==> src/rtl/processor_pkg.sv <==
// Shared writeback definitions: source count and round-robin pointer encoding.
package processor_pkg;
    localparam int NUM_WB_SRC = 2;

    typedef enum logic {
        RR_SRC0 = 1'b0,
        RR_SRC1 = 1'b1
    } rr_sel_e;
endpackage

==> src/rtl/regfile_writeback_arbiter_fifo.sv <==
// Per-source writeback FIFO; exports per-entry valid bits and the rd tag of every entry.
module wb_fifo #(
    parameter int DEPTH = 2,
    parameter int W     = 37,
    parameter int TAG_W = 5
) (
    input  logic                        clk,
    input  logic                        reset,
    input  logic                        push,
    input  logic                        pop,
    input  logic [W-1:0]                din,
    output logic                        full,
    output logic                        empty,
    output logic [W-1:0]                head,
    output logic [DEPTH-1:0]            ent_vld,
    output logic [DEPTH-1:0][TAG_W-1:0] ent_tag
);
    localparam int PW = $clog2(DEPTH);

    logic [DEPTH-1:0][W-1:0] mem;
    logic [PW-1:0]           wptr, rptr;
    logic [PW:0]             count;
    logic                    do_push, do_pop;

    assign full    = (count == (PW+1)'(DEPTH));
    assign empty   = (count == '0);
    assign do_push = push & ~full;
    assign do_pop  = pop & ~empty;
    assign head    = mem[rptr];

    // Tag is the leading field of the entry, so it sits in the MSBs.
    always_comb begin
        for (int i = 0; i < DEPTH; i++)
            ent_tag[i] = mem[i][W-1 -: TAG_W];
    end

    always_ff @(posedge clk) begin
        if (do_push) mem[wptr] <= din;
    end

    always_ff @(posedge clk or posedge reset) begin
        if (reset) begin
            wptr    <= '0;
            rptr    <= '0;
            count   <= '0;
            ent_vld <= '0;
        end else begin
            if (do_push) begin
                wptr          <= wptr + PW'(1);
                ent_vld[wptr] <= 1'b1;
            end
            if (do_pop) begin
                rptr          <= rptr + PW'(1);
                ent_vld[rptr] <= 1'b0;
            end
            case ({do_push, do_pop})
                2'b10:   count <= count + (PW+1)'(1);
                2'b01:   count <= count - (PW+1)'(1);
                default: count <= count;
            endcase
        end
    end
endmodule

==> src/rtl/regfile_writeback_arbiter.sv <==
// Writeback arbiter: two buffered producers round-robin serialised onto one
// registered register-file write port.
module regfile_writeback_arbiter
    import processor_pkg::*;
#(
    parameter int REG_COUNT  = 32,
    parameter int REG_WIDTH  = 32,
    parameter int FIFO_DEPTH = 2,
    localparam int RA        = $clog2(REG_COUNT)
) (
    input  logic                 clk,
    input  logic                 reset,
    input  logic                 src0_valid,
    output logic                 src0_ready,
    input  logic [RA-1:0]        src0_rd,
    input  logic [REG_WIDTH-1:0] src0_value,
    input  logic                 src1_valid,
    output logic                 src1_ready,
    input  logic [RA-1:0]        src1_rd,
    input  logic [REG_WIDTH-1:0] src1_value,
    output logic [RA-1:0]        rd,
    output logic [REG_WIDTH-1:0] rd_value,
    output logic                 wr_en,
    output logic [REG_COUNT-1:0] pending,
    output logic                 busy
);
    typedef struct packed {
        logic [RA-1:0]        rd;
        logic [REG_WIDTH-1:0] value;
    } wb_req_t;

    localparam int W = $bits(wb_req_t);

    wb_req_t [NUM_WB_SRC-1:0]                      req_in;
    logic    [NUM_WB_SRC-1:0][W-1:0]               head;
    logic    [NUM_WB_SRC-1:0]                      valid_in, push, grant, full, empty;
    logic    [NUM_WB_SRC-1:0][FIFO_DEPTH-1:0]      ent_vld;
    logic    [NUM_WB_SRC-1:0][FIFO_DEPTH-1:0][RA-1:0] ent_tag;
    wb_req_t                                       win;
    rr_sel_e                                       rr;

    assign valid_in   = {src1_valid, src0_valid};
    assign req_in[0]  = '{rd: src0_rd, value: src0_value};
    assign req_in[1]  = '{rd: src1_rd, value: src1_value};
    assign src0_ready = ~full[0];
    assign src1_ready = ~full[1];
    assign push       = valid_in & ~full;

    for (genvar s = 0; s < NUM_WB_SRC; s++) begin : g_src
        wb_fifo #(.DEPTH(FIFO_DEPTH), .W(W), .TAG_W(RA)) u_fifo (
            .clk     (clk),
            .reset   (reset),
            .push    (push[s]),
            .pop     (grant[s]),
            .din     (req_in[s]),
            .full    (full[s]),
            .empty   (empty[s]),
            .head    (head[s]),
            .ent_vld (ent_vld[s]),
            .ent_tag (ent_tag[s])
        );
    end

    // The pointer only decides contention; single-source grants leave it alone.
    always_comb begin
        grant = '0;
        if (!empty[0] && (empty[1] || rr == RR_SRC0)) grant[0] = 1'b1;
        else if (!empty[1])                           grant[1] = 1'b1;
        win = grant[1] ? wb_req_t'(head[1]) : wb_req_t'(head[0]);
    end

    always_comb begin
        pending = '0;
        for (int s = 0; s < NUM_WB_SRC; s++)
            for (int e = 0; e < FIFO_DEPTH; e++)
                if (ent_vld[s][e]) pending[ent_tag[s][e]] = 1'b1;
        pending[0] = 1'b0;
    end

    assign busy = ~(&empty) | wr_en;

    always_ff @(posedge clk or posedge reset) begin
        if (reset) begin
            rr       <= RR_SRC0;
            rd       <= '0;
            rd_value <= '0;
            wr_en    <= 1'b0;
        end else begin
            wr_en <= 1'b0;
            if (|grant) begin
                rd       <= win.rd;
                rd_value <= win.value;
                wr_en    <= (win.rd != '0);
            end
            if (!empty[0] && !empty[1])
                rr <= (rr == RR_SRC0) ? RR_SRC1 : RR_SRC0;
        end
    end
endmodule

==> config.mk <==
export PLATFORM = sky130hd
export DESIGN_NAME = regfile_writeback_arbiter
export DESIGN_NICKNAME = d
export VERILOG_FILES = /design/src/rtl/processor_pkg.sv /design/src/rtl/regfile_writeback_arbiter_fifo.sv /design/src/rtl/regfile_writeback_arbiter.sv
export SDC_FILE = /design/constraint.sdc
export NUM_CORES = 1
export LEC_CHECK = 0
export ABC_AREA = 1
export CORE_UTILIZATION = 35
export CTS_CLUSTER_DIAMETER = 40
export DETAILED_ROUTE_END_ITERATION = 10
export HOLD_SLACK_MARGIN = 0.1
export PLACE_DENSITY = 0.63
export SLEW_MARGIN = 40
export SYNTH_ARGS = -nofsm -noshare
export SYNTH_HDL_FRONTEND = slang
export SYNTH_SLANG_ARGS = --single-unit
==> constraint.sdc <==
create_clock -name clk -period 4.1 [get_ports clk]
set_input_delay 0.41 -clock clk [delete_from_list [all_inputs] [get_ports clk]]
set_output_delay 0.41 -clock clk [all_outputs]
set_load 0.03 [all_outputs]
Word level (Yosys, flattened, before mapping):

Index checks and enable logic that the tools add are counted.

* reduce and logical (&&, ||, !) cells: 20
* shift-type cells: 0
* div/mod/pow operators: 0
* equality and inequality tests: 6
* bitwise gates (word level): 22
* order comparisons: 16
* multiplexer cells: 42
* multipliers: 0
* $add $sub $neg: 8

Operators by type and width (number)
* $mux W37: 7
* $bwmux W74: 2
* $mux W32: 4
* $or A32 B32 Y32: 3
* $demux W37 S1: 2
* $lt A5 B6 Y1 const B: 4
* $demux W1 S5: 4
* $ge A5 B1 Y1 const B: 4
* $mux W1: 13
* $logic_and A1 B1 Y1: 10
* $eq A2 B2 Y1 const B: 4
* $lt A1 B2 Y1 const B: 4
* $mux W2: 4
* $pmux W2 S2: 2
* $and A2 B2 Y2: 3
* $not A1 Y1: 6
* $not A2 Y2: 3
* $reduce_bool A5 Y1: 1
* $add A1 B1 Y1 const B: 4
* $add A2 B1 Y2 const B: 2
* $and A1 B1 Y1: 4
* $demux W1 S1: 4
* $eq A2 B1 Y1 const B: 2
* $ge A1 B1 Y1 const B: 4
* other kinds (9): 14

* register bits: 199
* ROM bits: 0
* latch bits: 0
* logic and storage cells: 130
* memories kept: 0
* input bits: 78
* bits in writable memories: 0

Longest topological paths before layout:

Gate-level depths: netlist (run 1).

* depth in word-level cells: 11
* depth in mapped cells: 10
* gate-level depth less buffers: 9

Hierarchy:

From an unflattened synthesis (run 1), not the netlist that was laid out.

* cells, all modules: 901
* area total of the unflattened synthesis: 8891.0 µm²

Modules (own cells, without submodules)
* wb_fifo: seq. area each 2372.3 µm², area each 3094.2 µm², times used 2, cells each 249
* regfile_writeback_arbiter: seq. area each 975.9 µm², area each 2702.6 µm², times used 1, cells each 403

Least setup slack after synthesis (run 1):

OpenSTA, ideal clock, no wires.

* kind: reg-to-reg
* from: register g_src[0].u_fifo.count[0]
* to: register g_src[0].u_fifo.mem (netlist bit g_src[0].u_fifo.ent_tag[5]) (enable)
* path buffers: 0
* arrival time: 2.485 ns
* required time: 3.666 ns
* slack: 1.181 ns
* setup time: 0.434 ns
* cell stages (with the launch flop): 5
* cell sequence: dfrtp_1 -> inv_2 -> nand2_1 -> nand2_1 -> nor2_1

* elaborated cells between the ends (all ways): 5
* those cells by class: 1 x eq/ne; 4 x bitwise

RTL lines
* start: declaration: line regfile_writeback_arbiter_fifo.sv:22 `logic [PW:0] count;`
* start signal: assignment: line regfile_writeback_arbiter_fifo.sv:57 `2'b10: count <= count + (PW+1)'(1);`
* start signal: assignment: line regfile_writeback_arbiter_fifo.sv:58 `2'b01: count <= count - (PW+1)'(1);`
* start signal: assignment: line regfile_writeback_arbiter_fifo.sv:59 `default: count <= count;`
* $eq A2 B2 Y1: line regfile_writeback_arbiter_fifo.sv:25 `assign full = (count == (PW+1)'(DEPTH));`
* $not A1 Y1
* via src0_ready: line regfile_writeback_arbiter.sv:14 `output logic src0_ready,`
* $and A1 B1 Y1: line regfile_writeback_arbiter_fifo.sv:27 `assign do_push = push & ~full;`
* end signal: indexed assignment: line regfile_writeback_arbiter_fifo.sv:38 `if (do_push) mem[wptr] <= din;`
* end: declaration: line regfile_writeback_arbiter_fifo.sv:20 `logic [DEPTH-1:0][W-1:0] mem;`

The timed path passes the listed nets, and every way through them passes these cells.
A chain may end at the register's enable or synchronous reset.

Final worst setup path (run 1):

* from: register g_src[1].u_fifo.count[0]
* to: output port busy

* word-level cells in the longest chain between the ends: 4

RTL lines
* start: declaration: line regfile_writeback_arbiter_fifo.sv:22
* start signal: assignment: line regfile_writeback_arbiter_fifo.sv:57
* start signal: assignment: line regfile_writeback_arbiter_fifo.sv:58
* start signal: assignment: line regfile_writeback_arbiter_fifo.sv:59
* $logic_not A2 Y1: line regfile_writeback_arbiter_fifo.sv:26 `assign empty = (count == '0);`
* $reduce_and A2 Y1: line regfile_writeback_arbiter.sv:80 `assign busy = ~(&empty) | wr_en;`
* $not A1 Y1: line regfile_writeback_arbiter.sv:80
* $or A1 B1 Y1: line regfile_writeback_arbiter.sv:80
* end: declaration: line regfile_writeback_arbiter.sv:25 `output logic busy`

No other way between the ends.

==> impl_results.md, run 1 <==
* Number of synthesized flops with an enable pin at 148
* Syn_area_per_cell at 10.9 sq um
* Met1 Track Usage GR at 0.250
* Initial Util at 0.360
* Synth area leaders: edfxtp_1 (52%), dfrtp_1 (15%), nand2_1 (10%)
* GP Congestion at 0.937
* Worst hold margin at 359 ps
* Relative slew margins at 0.504
* Vias in the first global route at 6,083
* Async SR Flop Fraction at 0.256
* Slowest stage cell on the critical path: clkdlybuf4s50_1
* Vias at 6,293
* Leak Pwr at 4.35 nW
* Reg2reg end: rd[4]$_DFFE_PP0P_
* Final hold vios at 0
* Row cnt at 56
* Clk_lat worst skew at 430 ps
* Total power at 8.28 mW
* TritonCTS clock tree: done
* Sequential share of the synthesized area at 0.671
* Deepest clock path buffer count at 2
* Die area at 25,000 sq um
* Ant. Diodes at 0
* Detailed-placement wirelength estimate at 15.9 mm
* Mapped Cells at 782
* Die X at 158 microns
* Max-slew violations at 0
* Final ANT Viol Nets at 0
* Wire length per cell at 17.4 microns
* Most used routing layer: met2
* Global-route wire length before repair at 34.3 mm
* Total grt overflow at 0
* Syn nets at 862
* Dpl cell area at 10,500 sq um
* Area of the mapped netlist at 8520 sq um
* Worst Path Max Fanout at 15
* Initial drt markers at 432
* Share of cells above drive strength 1 at 0.0697
* Post-synth top area share at 0.522
* Tot GR Track Use at 0.186
* Setup Skew at 9.43 ps
* Crit path kind: flip-flop to primary output
* Layout area overhead at 29.8%
* Final setup violation count at 0
* Hold Buf Count CTS at 0
* IO buf count at 149
* Worst reg-to-reg path cell count at 6
* Drt first pass iters at 5
* PwrDens at 749 nW/um^2
* WP data arrival at 2470 ps
* Area of the multi-input gates at 2480 sq um
* Max frequency at 0.347 GHz
* CP startpoint kind: flip-flop
* Hold crit path type: input port to asynchronous set/reset pin
* M3 GR Usage at 0.0356
* Final worst path period share at 0.702
* Met2 global-route usage at 0.307
* TritonCTS Buffers at 17
* Yosys warns at 0
* CP Buf/Inv Count at 3
* FF+latch area at 5720 sq um
* Post-route minimum period at 2880 ps
* # resized after CTS at 0
* Yosys cell types at 28
* Drt total wl at 22.0 mm
* CTS clk-pin slew, worst paths at 70 ps
* # fillers at 2,249
* Vias/cell at 4.97
* Finished Cell Area at 11,100 sq um
* Actual slew at the worst max-slew pin at 744 ps
* CTS HTree Levels at 4
* Critical R2R Launch: g_src[1].u_fifo.rptr$_DFFE_PP0N_
* Core area at 23,700 sq um
* Setup_tns at 0 ps
* RSZ-0062 raised after global routing: no
* Cell with the most instances after synthesis: nand2_1
* Area leader, netlist: edfxtp_1
* Largest net degree at the start of global routing at 62
* Cell family with most CP delay: buffers and inverters
* Final nets at 1,014
* Maximum VDD drop at 362 uV
* Core Util, Final at 0.467
* Synth top cells by count: nand2_1 (230), edfxtp_1 (148), a21oi_1 (66)
* Post-CTS Setup Bufs at 0
* Io pins at 151
* Worst-path cell chain: nor2_4, inv_2, nor2_4, inv_2, or2_2, clkdlybuf4s50_1
* WP data required at 3690 ps
* CP peak stage delay at 600 ps
* Post-synthesis register bit count at 199
* Root Driver: clkbuf_16
* Initial antenna violation count at 0
* Reg2Reg Setup Slack at 1930 ps
* Crit. End Element: primary output
* Maxcap violations at 0
* Main synth FF type: edfxtp_1
* Die Y at 158 microns
* DR DRC count at 0
* Outcome: complete, no violations
* CTS sink count at 199
[area by class of cell]
| type | instances | area share |
|---|---|---|
| inverter | 52 | 0.0176 |
| multi-input combinational | 503 | 0.224 |
| clock buffer | 17 | 0.0385 |
| sequential | 199 | 0.517 |
| timing repair buffer | 161 | 0.153 |
| tap | 319 | 0.0361 |
| clock inverter | 15 | 0.0132 |
[cells by family (layout without fill, tap and decap cells)]
group,after synthesis,in the layout,synth area share
compound gates,153,153,0.116
xor+xnor,6,6,0.00617
fa+ha+maj,2,2,0.00294
buf+inv,80,245,0.0418
flops,199,199,0.671
other cells,1,1,0.000440
simple gates,341,341,0.161
[cells in the final DEF (no fill, tap or decap)]
cell	synthesis	routed
o21ai_4	0	1
inv_6	0	1
inv_1	46	44
a31oi_1	4	4
conb_1	1	1
xor2_1	4	4
edfxtp_1	148	148
bufinv_16	0	1
o22ai_1	4	4
clkinv_1	0	2
dfrtp_1	51	50
buf_8	0	4
clkinv_4	0	5
dfrtp_2	0	1
buf_16	0	4
o221ai_1	29	29
a22oi_1	15	15
nor2_4	2	6
a21oi_1	66	66
buf_4	5	4
nor2_1	53	49
nand2_2	2	2
nand2_1	230	230
o21ai_1	1	1
ha_1	2	2
clkinvlp_4	0	3
xnor2_1	2	2
clkbuf_16	0	17
clkdlybuf4s50_1	0	149
inv_8	0	3
inv_2	6	8
o21ai_0	18	18
o22a_1	14	14
nand3_1	49	49
a21oi_4	1	1
or2_2	5	5
[how the worst max path moves through the flow]
stage / start / end / slack (ps) / cells past startpoint
3_3_place_gp: src1_valid / g_src[1].u_fifo.mem[26]$_DFFE_PP_ / 1640 / 3
2_1_floorplan: g_src[0].u_fifo.count[0]$_DFFE_PP0P_ / g_src[0].u_fifo.ent_tag[5]$_DFFE_PP_ / 1180 / 4
6_report: g_src[1].u_fifo.count[0]$_DFFE_PP0P_ / busy / 1220 / 6
3_5_place_dp: src1_valid / g_src[1].u_fifo.mem[62]$_DFFE_PP_ / 1660 / 4
4_1_cts: g_src[1].u_fifo.count[0]$_DFFE_PP0P_ / busy / 1220 / 6
5_1_grt: g_src[1].u_fifo.count[0]$_DFFE_PP0P_ / busy / 1130 / 6
[routing by layer]
layer / vias up / wire [microns] / part of all wire
met5: - / 0 / 0
met4: 0 / 267 / 0.012
met3: 22 / 1360 / 0.062
met2: 241 / 10400 / 0.47
met1: 2979 / 9930 / 0.45
li1: 3051 / - / -
[power breakdown]
group | switching (mW) | internal [mW] | total [mW]
Clock | 0.755 | 0.851 | 1.61
Sequential | 0.354 | 2.84 | 3.20
Combinational | 2.23 | 1.25 | 3.48
Total | 3.34 | 4.95 | 8.28
[flip-flops by register name, summed over array words and instances (netlist names)]
register              count
g_src.u_fifo.ent_vld      4
wr_en                     1
g_src.u_fifo.count        4
rd_value                 32
g_src.u_fifo.wptr         2
g_src.u_fifo.rptr         2
g_src.u_fifo.mem        128
rr                        1
g_src.u_fifo.ent_tag     20
rd                        5
[through the flow]
step,instances,setup WS (ps)
after floorplan,782,1180
after detailed placement,1234,1660
after global placement,1226,1640
after CTS,1266,1220
final,1266,1220
after global routing,1266,1130
(Power assumes the default switching activity.)
==> run 2: changes to the inputs <==
==> constraint.sdc (replaced) <==
create_clock -name clk -period 3 [get_ports clk]
set_input_delay 0.3 -clock clk [delete_from_list [all_inputs] [get_ports clk]]
set_output_delay 0.3 -clock clk [all_outputs]
set_load 0.03 [all_outputs]
==> run 2 against run 1 <==
Net effect:
- setup slack got worse by 850 ps
- utilization is 0.20 points lower
- routed wire length increased by 4.5%
- sequential share of layout area is 0.22 points higher
- worst hold slack got worse by 120 ps
- combinational power grew 38%
- sequential cell count stayed put
- critical path depth down 1
- total power grew 38%
- global-route usage up 0.37 points
==> impl_results.md, run 2 (synthesis gave the netlist of run 1 again) <==
* WP data required at 2700 ps
* GP Congestion at 0.930
* Initial antenna violation count at 0
* Ant. Diodes at 0
* Outcome: complete, no violations
* Die area at 25,000 sq um
* M3 GR Usage at 0.0370
* Reg with most FFs: g_src.u_fifo.mem
* Most used routing layer: met2
* Largest net degree at the start of global routing at 62
* Clk_lat worst skew at 440 ps
* IO buf count at 149
* Die Y at 158 microns
* Maxcap violations at 0
* Initial drt markers at 333
* Share of cells above drive strength 1 at 0.0707
* Worst Path Max Fanout at 7
* CTS sink count at 199
* Initial Util at 0.360
* # resized after CTS at 0
* Drt total wl at 23.0 mm
* Total grt overflow at 0
* Row cnt at 56
* Global-route wire length before repair at 34.9 mm
* Maximum VDD drop at 467 uV
* Layout area overhead at 29.3%
* Met1 Track Usage GR at 0.238
* Vias in the first global route at 6,292
* Vias at 6,366
* Met2 global-route usage at 0.326
* Finished Cell Area at 11,000 sq um
* WP data arrival at 2330 ps
* Post-CTS Setup Bufs at 0
* Final setup violation count at 0
* CTS clk-pin slew, worst paths at 70 ps
* Detailed-placement wirelength estimate at 15.9 mm
* Drt first pass iters at 5
* RSZ-0062 raised after global routing: no
* Actual slew at the worst max-slew pin at 714 ps
* Io pins at 151
* Wire length per cell at 18.2 microns
* Final hold vios at 0
* TritonCTS clock tree: done
* Most common cell after layout, fill and taps aside: nand2_1
* Root Driver: clkbuf_16
* PwrDens at 1040 nW/um^2
* Tot GR Track Use at 0.190
* Setup Skew at 12.4 ps
* Crit. End Element: primary output
* Relative slew margins at 0.524
* Final nets at 1,015
* DR DRC count at 0
* Die X at 158 microns
* CTS HTree Levels at 4
* Hold Buf Count CTS at 0
* Final ANT Viol Nets at 0
* Dpl cell area at 10,400 sq um
* TritonCTS Buffers at 17
* Crit path kind: flip-flop to primary output
* Number of flip-flops in the largest register at 128
* Leak Pwr at 4.34 nW
* Vias/cell at 5.02
* Core area at 23,700 sq um
* CP startpoint kind: flip-flop
* Setup_tns at 0 ps
* # fillers at 2,222
* Most frequent cells in the layout: nand2_1 (230), clkdlybuf4s50_1 (149), edfxtp_1 (148)
* Max-slew violations at 0
* Deepest clock path buffer count at 2
* Final worst path period share at 0.876
* Max frequency at 0.380 GHz
* Hold crit path type: input port to asynchronous set/reset pin
* Post-route minimum period at 2630 ps
* Total power at 11.4 mW
==> run 2: critical path, cell delays in order, from the launching register on <==
cell and delay [ps]:
edfxtp_1 420, inv_1 120, nand3_1 230, o22a_1 320, o221ai_1 90, clkdlybuf4s50_1 720
==> run 2: per-layer routing <==
metal / share of wire / vias to the layer above
met2: 0.49 / 221
met5: 0 / -
li1: - / 3043
met4: 0.015 / 0
met1: 0.43 / 3076
met3: 0.060 / 26
==> run 2: area by class of cell <==
class | instances | area [sq um] | area share
multi-input combinational | 503 | 2480 | 0.225
inverter | 52 | 195 | 0.0177
timing repair buffer | 162 | 1610 | 0.146
sequential | 199 | 5720 | 0.519
tap | 319 | 399 | 0.0362
clock buffer | 20 | 457 | 0.0415
clock inverter | 12 | 148 | 0.0134
==> run 2: through the flow <==
stage                     setup WS, ps  hold WS (ps)   util  cells
final                              371           240  0.465   1267
after global routing               262           286  0.465   1267
after CTS                          385           272  0.465   1267
after detailed placement           833           484  0.440   1235
after global placement             809           466  0.439   1233
after floorplan                   80.8           399      -    782
==> run 2: final timing paths <==
check / from / endpoint / slack (ps) / cells after the start
max in group asynchronous: reset / rr$_DFFE_PP0P_ / 2090 / 3
setup reg to reg: g_src[0].u_fifo.count[0]$_DFFE_PP0P_ / wr_en$_DFF_PP0_ / 840 / 8
hold / removal: reset / g_src[1].u_fifo.ent_vld[1]$_DFF_PP0_ / 240 / 2
setup / recovery: g_src[0].u_fifo.ent_tag[0]$_DFFE_PP_ / pending[8] / 370 / 5
min in group clk: src1_value[31] / g_src[1].u_fifo.mem[31]$_DFFE_PP_ / 440 / 1
hold reg to reg: rd_value[8]$_DFFE_PP0P_ / rd_value[8]$_DFFE_PP0P_ / 510 / 2
==> run 2: power breakdown <==
part	internal, mW	switching, mW
Sequential	3.89	0.436
Combinational	1.63	3.16
Clock	1.29	1.01
==> run 3: changes to the inputs <==
--- a/config.mk
+++ b/config.mk
@@ -9,7 +9,6 @@
 export CORE_UTILIZATION = 35
 export CTS_CLUSTER_DIAMETER = 40
 export DETAILED_ROUTE_END_ITERATION = 10
-export HOLD_SLACK_MARGIN = 0.1
 export PLACE_DENSITY = 0.63
 export SLEW_MARGIN = 40
 export SYNTH_ARGS = -nofsm -noshare
==> results of run 3 <==
Same layout as run 2: the final DEF is identical, and so are final timing and power.
